**config.mk**
```make
export PLATFORM = sky130hd
export DESIGN_NAME = ro_result_drain
export DESIGN_NICKNAME = d
export VERILOG_FILES = /design/src/rtl/ro_result_drain.sv
export SDC_FILE = /design/constraint.sdc
export NUM_CORES = 1
export LEC_CHECK = 0
export BUFFER_PORTS_ARGS = -buffer_cell sky130_fd_sc_hd__buf_2
export CAP_MARGIN = 5
export CORE_AREA = 4 4 216 218
export DETAILED_ROUTE_END_ITERATION = 12
export DIE_AREA = 0 0 220 222
export GPL_TIMING_DRIVEN = 0
export PLACE_DENSITY = 0.75
export SLEW_MARGIN = 30
export SYNTH_ARGS = -nofsm -noshare
export SYNTH_HDL_FRONTEND = slang
export SYNTH_SLANG_ARGS = --single-unit
```
**constraint.sdc**
```tcl
create_clock -name clk -period 3.6 [get_ports clk]
set_input_delay 0.36 -clock clk [delete_from_list [all_inputs] [get_ports clk]]
set_output_delay 0.36 -clock clk [all_outputs]
set_load 0.01 [all_outputs]
```
**src/rtl/ro_result_drain.sv**
```systemverilog
// ro_result_drain
// Reader end of the ring-oscillator result FIFO. Pops power samples and packs
// them into OUT_WIDTH host words, one sample per SLOT_WIDTH slot (slot k at
// bits [k*SLOT_WIDTH +: SLOT_WIDTH], zero-extended, unused slots zero). Words
// leave on a valid/ready stream. A run drains a programmed number of samples,
// flushes any partial final word and then reports done.
//
// Ports:
//   clk, afu_rst      clock, synchronous active-high reset
//   start             single-cycle pulse, latches num_samples and starts a run
//   num_samples       samples to drain this run (0 = none, go straight to done)
//   fifo_empty        result FIFO empty flag
//   fifo_rd_en        FIFO pop request (data returns the following cycle)
//   fifo_rd_data      FIFO read data
//   out_valid/ready   packed-word stream handshake
//   out_data          packed samples
//   out_count         number of occupied slots in out_data
//   out_last          final word of the run
//   busy              run in progress (FILL or SEND)
//   done              run complete, held until the next start
//   overflow_seen     sticky: a popped sample carried the almost-full marker
module ro_result_drain #(
    parameter int FIFO_WIDTH       = 20,
    parameter int ADD_WIDTH        = 19,
    parameter int SLOT_WIDTH       = 32,
    parameter int OUT_WIDTH        = 512,
    parameter int NUM_SAMPLE_WIDTH = 10,
    localparam int SPW = OUT_WIDTH / SLOT_WIDTH,
    localparam int CW  = $clog2(SPW) + 1
) (
    input  logic                        clk,
    input  logic                        afu_rst,
    input  logic                        start,
    input  logic [NUM_SAMPLE_WIDTH-1:0] num_samples,
    input  logic                        fifo_empty,
    output logic                        fifo_rd_en,
    input  logic [FIFO_WIDTH-1:0]       fifo_rd_data,
    output logic                        out_valid,
    input  logic                        out_ready,
    output logic [OUT_WIDTH-1:0]        out_data,
    output logic [CW-1:0]               out_count,
    output logic                        out_last,
    output logic                        busy,
    output logic                        done,
    output logic                        overflow_seen
);

    typedef enum logic [1:0] {
        S_IDLE = 2'd0,
        S_FILL = 2'd1,
        S_SEND = 2'd2,
        S_DONE = 2'd3
    } state_t;

    localparam int NW = NUM_SAMPLE_WIDTH;
    localparam logic [CW-1:0] SPW_C = CW'(SPW);

    state_t                 state_q, state_d;
    logic [NW-1:0]          target_q, target_d;
    logic [CW-1:0]          issued_in_word_q, issued_in_word_d;
    logic [NW-1:0]          issued_total_q, issued_total_d;
    logic [CW-1:0]          captured_in_word_q, captured_in_word_d;
    logic [NW-1:0]          captured_total_q, captured_total_d;
    logic                   rd_pend_q, rd_pend_d;
    logic [OUT_WIDTH-1:0]   word_q, word_d;
    logic                   overflow_q, overflow_d;
    logic                   valid_q, valid_d;
    logic                   busy_q, busy_d;
    logic                   done_q, done_d;

    logic                   rd_en;
    logic [SLOT_WIDTH-1:0]  sample;

    always_comb begin
        state_d            = state_q;
        target_d           = target_q;
        issued_in_word_d   = issued_in_word_q;
        issued_total_d     = issued_total_q;
        captured_in_word_d = captured_in_word_q;
        captured_total_d   = captured_total_q;
        word_d             = word_q;
        overflow_d         = overflow_q;
        rd_en              = 1'b0;
        sample             = SLOT_WIDTH'(fifo_rd_data);

        case (state_q)
            S_IDLE, S_DONE: begin
                if (start) begin
                    if (num_samples == '0) begin
                        state_d = S_DONE;
                    end else begin
                        target_d           = num_samples;
                        overflow_d         = 1'b0;
                        issued_in_word_d   = '0;
                        issued_total_d     = '0;
                        captured_in_word_d = '0;
                        captured_total_d   = '0;
                        word_d             = '0;
                        state_d            = S_FILL;
                    end
                end
            end

            S_FILL: begin
                rd_en = !fifo_empty && (issued_in_word_q < SPW_C) &&
                        (issued_total_q < target_q);
                if (rd_en) begin
                    issued_in_word_d = issued_in_word_q + 1'b1;
                    issued_total_d   = issued_total_q + 1'b1;
                end
                // Data for the pop issued last cycle lands now.
                if (rd_pend_q) begin
                    for (int k = 0; k < SPW; k++) begin
                        if (captured_in_word_q == CW'(k)) begin
                            word_d[k*SLOT_WIDTH +: SLOT_WIDTH] = sample;
                        end
                    end
                    captured_in_word_d = captured_in_word_q + 1'b1;
                    captured_total_d   = captured_total_q + 1'b1;
                    if (&fifo_rd_data[ADD_WIDTH-1:0]) begin
                        overflow_d = 1'b1;
                    end
                end
                // Captured counts only reach a limit once every issued read
                // for that limit has landed, so nothing is left in flight.
                if ((captured_in_word_d == SPW_C) ||
                    (captured_total_d == target_q)) begin
                    state_d = S_SEND;
                end
            end

            S_SEND: begin
                if (out_ready) begin
                    if (captured_total_q == target_q) begin
                        state_d = S_DONE;
                    end else begin
                        word_d             = '0;
                        issued_in_word_d   = '0;
                        captured_in_word_d = '0;
                        state_d            = S_FILL;
                    end
                end
            end

            default: state_d = S_IDLE;
        endcase

        rd_pend_d = rd_en;
        valid_d   = (state_d == S_SEND);
        busy_d    = (state_d == S_FILL) || (state_d == S_SEND);
        done_d    = (state_d == S_DONE);
    end

    always_ff @(posedge clk) begin
        if (afu_rst) begin
            state_q            <= S_IDLE;
            target_q           <= '0;
            issued_in_word_q   <= '0;
            issued_total_q     <= '0;
            captured_in_word_q <= '0;
            captured_total_q   <= '0;
            rd_pend_q          <= 1'b0;
            word_q             <= '0;
            overflow_q         <= 1'b0;
            valid_q            <= 1'b0;
            busy_q             <= 1'b0;
            done_q             <= 1'b0;
        end else begin
            state_q            <= state_d;
            target_q           <= target_d;
            issued_in_word_q   <= issued_in_word_d;
            issued_total_q     <= issued_total_d;
            captured_in_word_q <= captured_in_word_d;
            captured_total_q   <= captured_total_d;
            rd_pend_q          <= rd_pend_d;
            word_q             <= word_d;
            overflow_q         <= overflow_d;
            valid_q            <= valid_d;
            busy_q             <= busy_d;
            done_q             <= done_d;
        end
    end

    // Pop request must follow fifo_empty in the same cycle, so it is decoded
    // from state rather than registered.
    assign fifo_rd_en    = rd_en;
    assign out_valid     = valid_q;
    assign out_data      = word_q;
    assign out_count     = valid_q ? captured_in_word_q : '0;
    assign out_last      = valid_q && (captured_total_q == target_q);
    assign busy          = busy_q;
    assign done          = done_q;
    assign overflow_seen = overflow_q;

endmodule

```
==> summary by stage <==
STA
The worst pin sits at a relative slew slack of 29.0%. The hold violation total from the final report is 0. The worst clock skew on the final layout is 0.0273 ns. The max-slew violation count was 0. The worst path uses 94.3% of the clock period. Setup violations remaining at the end of the flow were counted as 0.

The highest achievable clock rate is 294 MHz. The slew at the pin closest to its max-slew limit is 1.06 ns. Setup repair after global routing left no endpoint under its margin. The smallest clock period supported by the final layout is computed as 3.40 ns. The aggregate negative setup slack is 0 ns.

CTS
TritonCTS built the clock tree. The source-to-sink clock delay at the later pin of the worst-skew pair is 0.57 ns. The buffer levels on the longest clock path is 3. The number of hold buffers added after CTS was 0. The root buffer cell chosen for the clock tree is sky130_fd_sc_hd__clkbuf_16.

The number of setup buffers added after CTS is 0. Counting every sink on the clock net gives 367. The H-tree was split into 2 levels. The clock transition at the register clock pins on the worst setup and hold paths after CTS is 0.06 ns. Buffers inserted during clock tree synthesis total 42.

The number of gates resized after CTS is 0.

Setup path
The worst setup path is launched from a flip-flop. The worst setup path is of the reg2reg kind. The worst setup path is captured at a flip-flop. The terminus of the critical flop-to-flop path is out_data[6].

Of all nets on the critical path, the largest fanout is 10. At the worst endpoint, the required time is 4.09 ns. The worst endpoint data arrival time is 3.89 ns. The reg-to-reg setup timing slack is 0.20 ns. The number of cells on the worst reg-to-reg path is 14. The startpoint identified for the worst register-to-register timing path is state_q[0].

Detailed routing
In this run, the number of DRC markers left after iteration 0 of detailed routing was 1045. The average wire per cell in the routed design is 20.6 um. In this run the remaining antenna-violating nets after routing total 0. For this block, the via count after detailed routing is 17.0k. In the routed layout, each cell is associated on average with a via count of 5.11. The routed wire length is 68500 um. The first-pass iteration count of the detailed router is 5. In the routed design, unresolved DRC markers number 0.

GRT
The wire length of the first global-routing pass is 101000 um. Entering global routing, the biggest net connects 14 pins. The number of global-route vias before repair is 16.7k. The overall track demand over capacity in global routing is 26.6%. The initial antenna violation count was 1.

The sum of overflow across all layers after global routing is 0.

Floorplan
The area of the core is 0.0449 sq mm. The starting density of the core is 43.7%. 558 I/O pins were placed. The site row count is 78. The width of the chip is 220 um. The floorplan step set the die height to 222 um. The die covers 0.0488 sq mm.

Status
The run finished with clean final reports.

Cells and area
The summed area of non-filler cells in the final layout is 0.0243 sq mm. The synthesis-to-finish area growth is 23.6%. Leaving out filler cells and counting taps, the final layout contains 3330. 0 antenna diodes ended up in the layout. After the last flow step, the layout net total stands at 2758. The fraction of final layout cells sized beyond drive strength 1 is 48.4%.

Placed design
After detailed placement, the design holds a cell count of 3258. The detailed-placement wirelength estimate is 49600 um. The number of input and output port buffers inserted is 365. After detailed placement, the total cell area comes to 0.0229 sq mm. The congestion estimate from routability-driven global placement came to 0.905.

Power
The part of the power in registers is 32.0%. In this run the static leakage power is 0.00941 uW. The power density over the cells is 537 mW/mm^2. The cell-internal power is 8170 uW. The switching power of the nets is 4870 uW. The switching portion of total power is 37.3%.

The clock network is responsible for 32.1% of the overall power. The share of total power dissipated in combinational logic is 35.9%. The maximum VDD drop is 0.418 mV.

Synthesis
A synthesized cell averages 9.34 sq um. After synthesis the cells add up to 0.0196 sq mm. The synthesized flop and latch total is 367. For this run, asynchronously set or reset flops after synthesis account for 0%.

The synthesized instance count is 2101. The main flop type after synthesis is sky130_fd_sc_hd__dfxtp_1. For this run, the register share of the synthesized area comes to 37.4%. The number of warnings issued by yosys is 0. Synthesis instantiated 61 different standard cells from the library. The number of enable flip-flop cells after synthesis is 0.

Run
The count of maximum capacitance violations is 0.

Min path
The tightest min-delay check is of the in2reg type. The worst hold path endpoint is target_q[0]. The startpoint of the tightest hold check path is num_samples[0]. The worst hold path passes through 3 cells.
area by class of cell:
type / instances / area [sq um]
Buffer: 394 / 2840
Clock buffer: 55 / 1170
Clock inverter: 17 / 144
Fill cell: 4081 / 20600
Inverter: 26 / 97.6
Multi-Input combinational cell: 1505 / 10100
Sequential cell: 367 / 7350
Tap cell: 600 / 751
Timing Repair Buffer: 366 / 1840
layout by cell type (no fill, tap or decap), types with 5 or more instances in the layout:
cell type,instances
sky130_fd_sc_hd__a21o_1,7
sky130_fd_sc_hd__a21oi_1,31
sky130_fd_sc_hd__a21oi_2,300
sky130_fd_sc_hd__a22oi_1,26
sky130_fd_sc_hd__a31oi_1,6
sky130_fd_sc_hd__and2_1,24
sky130_fd_sc_hd__buf_12,32
sky130_fd_sc_hd__buf_2,399
sky130_fd_sc_hd__buf_4,197
sky130_fd_sc_hd__buf_6,5
sky130_fd_sc_hd__clkbuf_1,121
sky130_fd_sc_hd__clkbuf_16,43
sky130_fd_sc_hd__clkbuf_2,11
sky130_fd_sc_hd__clkbuf_8,5
sky130_fd_sc_hd__clkinv_2,12
sky130_fd_sc_hd__conb_1,192
sky130_fd_sc_hd__dfxtp_1,367
sky130_fd_sc_hd__ha_1,21
sky130_fd_sc_hd__inv_1,25
sky130_fd_sc_hd__mux2i_1,12
sky130_fd_sc_hd__nand2_1,349
sky130_fd_sc_hd__nand2b_1,15
sky130_fd_sc_hd__nand3_1,17
sky130_fd_sc_hd__nand3_2,300
sky130_fd_sc_hd__nand4_1,17
sky130_fd_sc_hd__nor2_1,61
sky130_fd_sc_hd__nor3_1,15
sky130_fd_sc_hd__nor4_1,9
sky130_fd_sc_hd__o21ai_0,13
sky130_fd_sc_hd__or3_1,17
sky130_fd_sc_hd__or4_1,5
sky130_fd_sc_hd__xnor2_1,8
sky130_fd_sc_hd__xor2_1,10
flip-flops by register name, summed over array words and instances (netlist names):
| signal | flops |
|---|---|
| target_q | 10 |
| busy | 1 |
| rd_pend_q | 1 |
| captured_in_word_q | 5 |
| issued_in_word_q | 5 |
| done | 1 |
| issued_total_q | 10 |
| overflow_seen | 1 |
| state_q | 2 |
| out_data | 320 |
| out_valid | 1 |
| captured_total_q | 10 |
worst max-delay path: stages (launching register included):
cell	delay, ns
sky130_fd_sc_hd__dfxtp_1	0.36
sky130_fd_sc_hd__inv_1	0.10
sky130_fd_sc_hd__ha_1	0.29
sky130_fd_sc_hd__buf_4	0.15
sky130_fd_sc_hd__inv_2	0.06
sky130_fd_sc_hd__a311o_1	0.38
sky130_fd_sc_hd__and2_1	0.18
sky130_fd_sc_hd__buf_2	0.18
sky130_fd_sc_hd__a21o_4	0.23
sky130_fd_sc_hd__buf_6	0.16
sky130_fd_sc_hd__buf_6	0.17
sky130_fd_sc_hd__nor4_1	0.47
sky130_fd_sc_hd__buf_2	0.33
sky130_fd_sc_hd__nand2_1	0.11
sky130_fd_sc_hd__a21oi_2	0.16
layer usage:
metal	share of wire, %	GRT usage [%]	wire length [um]	up-vias
met3	9.1	6.73	6210	194
met4	5.1	12.7	3500	0
li1	-	-	-	7938
met1	40	33.3	27100	8136
met2	46	42.7	31600	751
met5	0	0	0	-
how the worst max path moves through the flow:
stage	start	to	slack, ns	cells after the start
after detailed placement	state_q[0]	out_data[303]	0.25	14
after global routing	state_q[0]	out_data[293]	0.01	14
final	state_q[0]	out_data[6]	0.20	14
after global placement	state_q[0]	out_data[305]	0.27	14
after CTS	state_q[1]	fifo_rd_en	0.06	8
after floorplan	state_q[0]	out_data[10]	0.83	13
cells by family after synthesis:
group,after synthesis,share of synthesized area (%)
flops,367,37.4
xor+xnor,19,0.886
mux,12,0.612
simple gates,847,27.5
other cells,1,0.0191
fa+ha+maj,21,1.34
compound gates,414,17.3
buf+inv,420,14.9
Yosys cell counts (9+ instances only):
master,count,share of area [%]
sky130_fd_sc_hd__dfxtp_1,367,37
sky130_fd_sc_hd__nand2_1,349,6.7
sky130_fd_sc_hd__a21oi_2,300,13
sky130_fd_sc_hd__nand3_2,300,15
sky130_fd_sc_hd__buf_4,197,7.5
sky130_fd_sc_hd__clkbuf_1,125,2.4
sky130_fd_sc_hd__nor2_1,61,1.2
sky130_fd_sc_hd__buf_2,34,0.87
sky130_fd_sc_hd__buf_12,32,3.3
sky130_fd_sc_hd__a21oi_1,31,0.79
sky130_fd_sc_hd__a22oi_1,26,0.99
sky130_fd_sc_hd__inv_1,25,0.48
sky130_fd_sc_hd__and2_1,24,0.76
sky130_fd_sc_hd__ha_1,21,1.3
sky130_fd_sc_hd__nand3_1,17,0.43
sky130_fd_sc_hd__nand4_1,17,0.54
sky130_fd_sc_hd__or3_1,17,0.54
sky130_fd_sc_hd__nand2b_1,15,0.48
sky130_fd_sc_hd__nor3_1,15,0.38
sky130_fd_sc_hd__o21ai_0,13,0.33
sky130_fd_sc_hd__mux2i_1,12,0.61
sky130_fd_sc_hd__xor2_1,10,0.45
sky130_fd_sc_hd__nor4_1,9,0.29
power groups by stage:
stage | combinational (uW) | sequential (uW) | clock [uW]
after CTS | 4630 | 4170 | 4240
after global routing | 4910 | 4180 | 4400
after global placement | 4550 | 4260 | 0
after floorplan | 3420 | 4250 | 0
final | 4680 | 4180 | 4190
after detailed placement | 4620 | 4260 | 0
per-stage QoR:
step	total power [uW]	hold slack (ns)	worst slack [ns]	utilization, %
finish	13000	0.0742	0.204	54.0
global route	13500	0.0719	0.00996	54.0
CTS	13100	0.0433	0.0648	54.0
detailed placement	8880	0.451	0.251	51.1
floorplan	7670	0.446	0.835	-
global placement	8810	0.450	0.270	51.1
(Power assumes the default switching activity.)
